`config.mk`:
```
export PLATFORM = sky130hd
export DESIGN_NAME = dmc_dma_unit
export DESIGN_NICKNAME = d
export VERILOG_FILES = /design/src/rtl/dmc_dma_unit_pkg.sv /design/src/rtl/dmc_dma_unit.sv
export SDC_FILE = /design/constraint.sdc
export NUM_CORES = 1
export LEC_CHECK = 0
export CAP_MARGIN = 0
export CORE_MARGIN = 4
export CORE_UTILIZATION = 45
export DETAILED_ROUTE_END_ITERATION = 8
export PLACE_DENSITY = 0.75
export SETUP_SLACK_MARGIN = 0.2
export SYNTH_ARGS = -nofsm -noshare
export SYNTH_HDL_FRONTEND = slang
export SYNTH_SLANG_ARGS = --single-unit
```
`constraint.sdc`:
```
create_clock -name clk -period 1.8 [get_ports clk]
set_input_delay 0.36 -clock clk [delete_from_list [all_inputs] [get_ports clk]]
set_output_delay 0.36 -clock clk [all_outputs]
set_load 0.05 [all_outputs]
```
`src/rtl/dmc_dma_unit_pkg.sv`:
```
// Shared APU definitions: DMC DMA sequencer states and the fixed sample-space address bit.
package dmc_dma_unit_pkg;

  typedef enum logic [2:0] {
    IDLE,
    HALT,
    DUMMY,
    ALIGN,
    GET,
    WAIT
  } dma_state_e;

  localparam logic DMC_ADDR_MSB = 1'b1;

endpackage

```
`src/rtl/dmc_dma_unit.sv`:
```
// DMC sample-fetch responder: stalls the 6502 with NES DMA timing (halt, dummy, align, get),
// reads one byte from {1'b1, dmc_addr} and hands it back to the APU with a one-cycle strobe.
module dmc_dma_unit
  import dmc_dma_unit_pkg::*;
#(
  parameter int MEM_LAT       = 1,
  parameter int PENDING_DEPTH = 1
) (
  input  logic        clk,
  input  logic        rst,
  input  logic        cpu_clk_en,
  input  logic        apu_put,
  input  logic        dmc_re,
  input  logic [14:0] dmc_addr,
  input  logic        cpu_rw,
  input  logic [7:0]  mem_rdata,
  output logic        cpu_rdy,
  output logic        bus_grant,
  output logic [15:0] mem_addr,
  output logic        mem_re,
  output logic [7:0]  dmc_read_data,
  output logic        dmc_data_valid,
  output logic        busy
);

  localparam logic [1:0] LAT_LAST = 2'(MEM_LAT - 1);
  localparam logic       PEND_EN  = (PENDING_DEPTH > 0);

  dma_state_e  state, state_n;
  logic [15:0] addr_q;
  logic [15:0] pend_addr;
  logic [15:0] mem_addr_q;
  logic        pend_valid;
  logic        chain;
  logic [1:0]  lat_cnt;
  logic [7:0]  data_q;
  logic        valid_q;

  logic req;
  logic wait_last;
  logic take_pend;
  logic take_new;
  logic go_idle;
  logic accept;

  // The slot counts as occupied until the request it held has been served (chain),
  // so only one request beyond the active one is ever accepted per busy period.
  assign req       = dmc_re & cpu_clk_en;
  assign wait_last = (state == WAIT) && (lat_cnt == LAT_LAST);
  assign take_pend = wait_last && pend_valid;
  assign take_new  = wait_last && !pend_valid && req && !chain && PEND_EN;
  assign go_idle   = wait_last && !take_pend && !take_new;
  assign accept    = req && PEND_EN && (state != IDLE) && !pend_valid && !chain && !wait_last;

  always_comb begin
    state_n   = state;
    cpu_rdy   = 1'b0;
    bus_grant = 1'b0;
    mem_re    = 1'b0;
    busy      = 1'b1;
    case (state)
      IDLE: begin
        cpu_rdy = 1'b1;
        busy    = 1'b0;
        if (req) state_n = HALT;
      end
      // The 6502 ignores RDY during writes, so wait for a read cycle before stealing.
      HALT:  if (cpu_rw) state_n = DUMMY;
      DUMMY: state_n = apu_put ? GET : ALIGN;
      ALIGN: state_n = GET;
      GET: begin
        bus_grant = 1'b1;
        mem_re    = cpu_clk_en;
        state_n   = WAIT;
      end
      WAIT: begin
        bus_grant = 1'b1;
        cpu_rdy   = go_idle;
        if (wait_last) state_n = go_idle ? IDLE : HALT;
      end
      default: state_n = IDLE;
    endcase
  end

  always_ff @(posedge clk) begin
    if (rst) begin
      state      <= IDLE;
      addr_q     <= '0;
      pend_addr  <= '0;
      pend_valid <= 1'b0;
      chain      <= 1'b0;
      lat_cnt    <= '0;
      mem_addr_q <= '0;
      data_q     <= '0;
      valid_q    <= 1'b0;
    end else if (cpu_clk_en) begin
      state   <= state_n;
      valid_q <= 1'b0;
      lat_cnt <= (state == WAIT && !wait_last) ? lat_cnt + 2'd1 : 2'd0;
      if (state == IDLE && req) addr_q <= {DMC_ADDR_MSB, dmc_addr};
      if (accept) begin
        pend_valid <= 1'b1;
        pend_addr  <= {DMC_ADDR_MSB, dmc_addr};
      end
      if (take_pend) begin
        addr_q     <= pend_addr;
        pend_valid <= 1'b0;
        chain      <= 1'b1;
      end
      if (take_new) begin
        addr_q <= {DMC_ADDR_MSB, dmc_addr};
        chain  <= 1'b1;
      end
      if (go_idle) chain <= 1'b0;
      if (state_n == GET) mem_addr_q <= addr_q;
      if (wait_last) begin
        data_q  <= mem_rdata;
        valid_q <= 1'b1;
      end
    end
  end

  assign mem_addr       = mem_addr_q;
  assign dmc_read_data  = data_q;
  assign dmc_data_valid = valid_q & cpu_clk_en;

endmodule

```
==> results_dict.tcl <==
set metrics [dict create \
    outcome "complete, but fails checks" \
    violations "setup timing" \
    yosysWarnings 0 \
    drcViolationCount 0 \
    busiest_layer "met2" \
    worstHoldEndpoint "mem_addr[0]$_SDFFE_PP0P_" \
    holdPathStages 2 \
    timing.final.crit_share 1.04 \
    crit_required_ns 1.44 \
    postRouteAntennaNets 0 \
    grt_max_degree 43 \
    track_usage 0.199 \
    synth_edf_count 0 \
    cts_tree "done" \
    synthAdderAreaFrac 0.00478 \
    final-setup-viol-count 4 \
    worstPathMaxFanout 2 \
    clkSlewWorstSetupHoldPaths_ns 0.08 \
    fin_skew_ns 0.0101 \
    p_clk_frac 0.455 \
    postSynthCellCount 294 \
    dp_hpwl_mm 4.17 \
    layout_setup_ws_ns -0.0663 \
    p_per_area_nw_per_um2 866 \
    use_met3 0.0383 \
    synth_compound_area_frac 0.144 \
    drtIter0Drc 174 \
    min_from "mem_addr[0]$_SDFFE_PP0P_" \
    synthMuxAreaShare 0.123 \
    ys_ff_latch 64 \
    grt_overflow 0 \
    numPortBuffers 57 \
    drv_cap 0 \
    synth_cell_type_count 37 \
    synth_top_family_by_area "simple AND/OR/NAND/NOR gates" \
    seqCellArea_um2 1290 \
    synthSimpleGateAreaFrac 0.191 \
    viasPerCell 5.38 \
    p_seq_frac 0.433 \
    cts_buffers 9 \
    multiInputGateArea_um2 1430 \
    htreeDepth 3 \
    crit_type "reg -> out" \
    critPathArrivalTime_ns 1.51 \
    ctsHoldBuffers 0 \
    nNetsFinal 400 \
    cp_slowest_cell "dfxtp_2" \
    power_mw 3.42 \
    swShare 0.237 \
    max_stage_delay_ns 0.32 \
    r2r_slack_ns -0.03 \
    core_um2 5570 \
    grtUsageMet2 0.334 \
    wire_per_inst_um 16.1 \
    grt_pass1_vias 2409 \
    fill_cells 415 \
    cts_root_buf "clkbuf_8" \
    synth_xor_area_frac 0 \
    firstDrtPassIters 4 \
    layout_min_cycle_time_ns 1.87 \
    path_buf_inv 3 \
    worstPathCellList "inv_2 -> ha_4 -> buf_6 -> nand4b_1 -> o21ai_2 -> buf_12" \
    ys.flop_type "dfxtp_1" \
    clk-insertion-delay-late_ns 0.34 \
    via_count 2405 \
    seq_area_frac_synth 0.489 \
    combPwrFrac 0.112 \
    finish.utilization 0.709 \
    rsz0062_at_grt "true" \
    end_kind "output port" \
    cts.sink_count 64 \
    finalHoldViolations 0 \
    wl_mm 7.20 \
    fp.dieW_um 84.3 \
    r2r-start "lat_cnt[0]$_SDFFE_PP0P_" \
    ys_async_sr_fraction 0 \
    place_congestion 0.789 \
    row_count 27 \
    fmax_ghz 0.536 \
    mappedNetlistNets 324 \
    die_y_um 84.3 \
    area_delta_synth_final_pct 50.8 \
    syn_area_per_cell_um2 8.91 \
    antenna_found_initial 0 \
    initial_core_util 0.470 \
    drv_slew 0 \
    hold_ws_ns 0.455 \
    critPathLaunchType "register" \
    max-slew-margin-rel 0.610 \
    drive_gt1_frac 0.317 \
    ir_drop_uv 592 \
    cellLeakagePower_nw 1.67 \
    grtUsageMet1 0.242 \
    worst_pin_slew_ns 0.584 \
    power.switching_mw 0.810 \
    p_int_mw 2.61 \
    r2r_end "addr_q[15]$_SDFFE_PP0P_" \
    die_area_um2 7110 \
    dpl.cell_count 419 \
    layout.cells.non_filler 447 \
    cts.path.max_buffers 2 \
    netlist_area_um2 2620 \
    diodes 0 \
    ios 58 \
    hold_class "reg -> reg" \
    cp_top_family "flip-flops" \
    grt_pass1_wl_mm 11.4 \
    r2r_cells 9 \
]
power groups by stage:
stage	combinational [mW]	clock [mW]	sequential [mW]
after global routing	0.407	1.64	1.49
after global placement	0.289	0	1.51
after detailed placement	0.293	0	1.51
after CTS	0.352	1.55	1.48
final	0.384	1.56	1.48
after floorplan	0.164	0	1.51
layout by cell type (no fill, tap or decap), drive strengths merged, types with 2 or more instances in the layout:
cell and n:
nand2 58, mux2i 30, o21ai 3, nor2 38, dfxtp 64, a21oi 31
nand2b 2, clkdlybuf4s50 26, nand3b 2, inv 6, or2 2, mux2 2
clkbuf 10, a221oi 15, buf 59, bufinv 3, nor2b 3, nand3 2
layout make-up:
class	count	area share
tap	72	0.0228
timing repair buffer	86	0.219
clock inverter	6	0.0291
sequential	64	0.327
clock buffer	10	0.0348
multi-input combinational	204	0.362
inverter	5	0.00475
synth_stat cells, drive strengths merged, types with 2 or more instances:
cell | count | area share
inv | 5 | 0.0072
mux2i | 30 | 0.11
clkbuf | 7 | 0.010
mux2 | 2 | 0.0086
nand2b | 2 | 0.0048
nand2 | 58 | 0.084
a221oi | 15 | 0.050
nor2b | 3 | 0.0072
buf | 14 | 0.031
or2 | 2 | 0.0048
dfxtp | 64 | 0.49
nand3b | 2 | 0.011
a21oi | 31 | 0.059
nor2 | 38 | 0.054
o21ai | 3 | 0.0072
nand3 | 2 | 0.0038
worst min-delay path, delay by kind of cell, from the launching register on:
kind | cells | cell delay (ns)
flops | 1 | 0.31
compound gates | 1 | 0.05
simple gates | 1 | 0.05
metal layers:
layer  vias to the layer above  wire (um)
li1                       1165          -
met1                      1153       3120
met2                        72       3570
met3                        15        358
met4                         0        159
met5                         -          0
cell families after synthesis:
| logic type | after synthesis |
|---|---|
| multiplexers | 32 |
| adder cells (fa/ha/maj) | 1 |
| buffers and inverters | 26 |
| AO/OA/AOI/OAI | 58 |
| flip-flops | 64 |
| AND/OR/NAND/NOR | 113 |
state kept, by name, summed over array words and instances, names as in the netlist:
name           flops
mem_addr          16
lat_cnt            2
valid_q            1
dmc_read_data      8
chain              1
pend_valid         1
pend_addr         16
addr_q            16
state              3
worst max path at each step:
stage / from / to / slack, ns / depth (start not counted)
finish: lat_cnt[0]$_SDFFE_PP0P_ / cpu_rdy / -0.07 / 6
global route: lat_cnt[0]$_SDFFE_PP0P_ / cpu_rdy / -0.13 / 6
CTS: lat_cnt[1]$_SDFFE_PP0P_ / cpu_rdy / -0.04 / 6
detailed placement: dmc_re / pend_addr[0]$_SDFFE_PP0P_ / -0.34 / 6
global placement: cpu_clk_en / pend_addr[12]$_SDFFE_PP0P_ / -0.31 / 6
floorplan: lat_cnt[1]$_SDFFE_PP0P_ / pend_addr[10]$_SDFFE_PP0P_ / 0.03 / 8
metrics by stage:
step / setup TNS (ns) / cell area (um2) / setup slack, ns
CTS: -0.0382 / 3860 / -0.0382
global placement: -7.14 / 3360 / -0.307
global route: -0.894 / 3950 / -0.129
floorplan: 0 / 2670 / 0.0321
finish: -0.0966 / 3950 / -0.0663
detailed placement: -8.67 / 3360 / -0.336
timing repair:
item,CTS,global route
pin swaps,17,15
gates resized for setup,41,10
buffers inserted,6,4
gates cloned,2,0
endpoints found under the setup margin,24,62
Note: power is estimated with default switching activity, not from simulation.
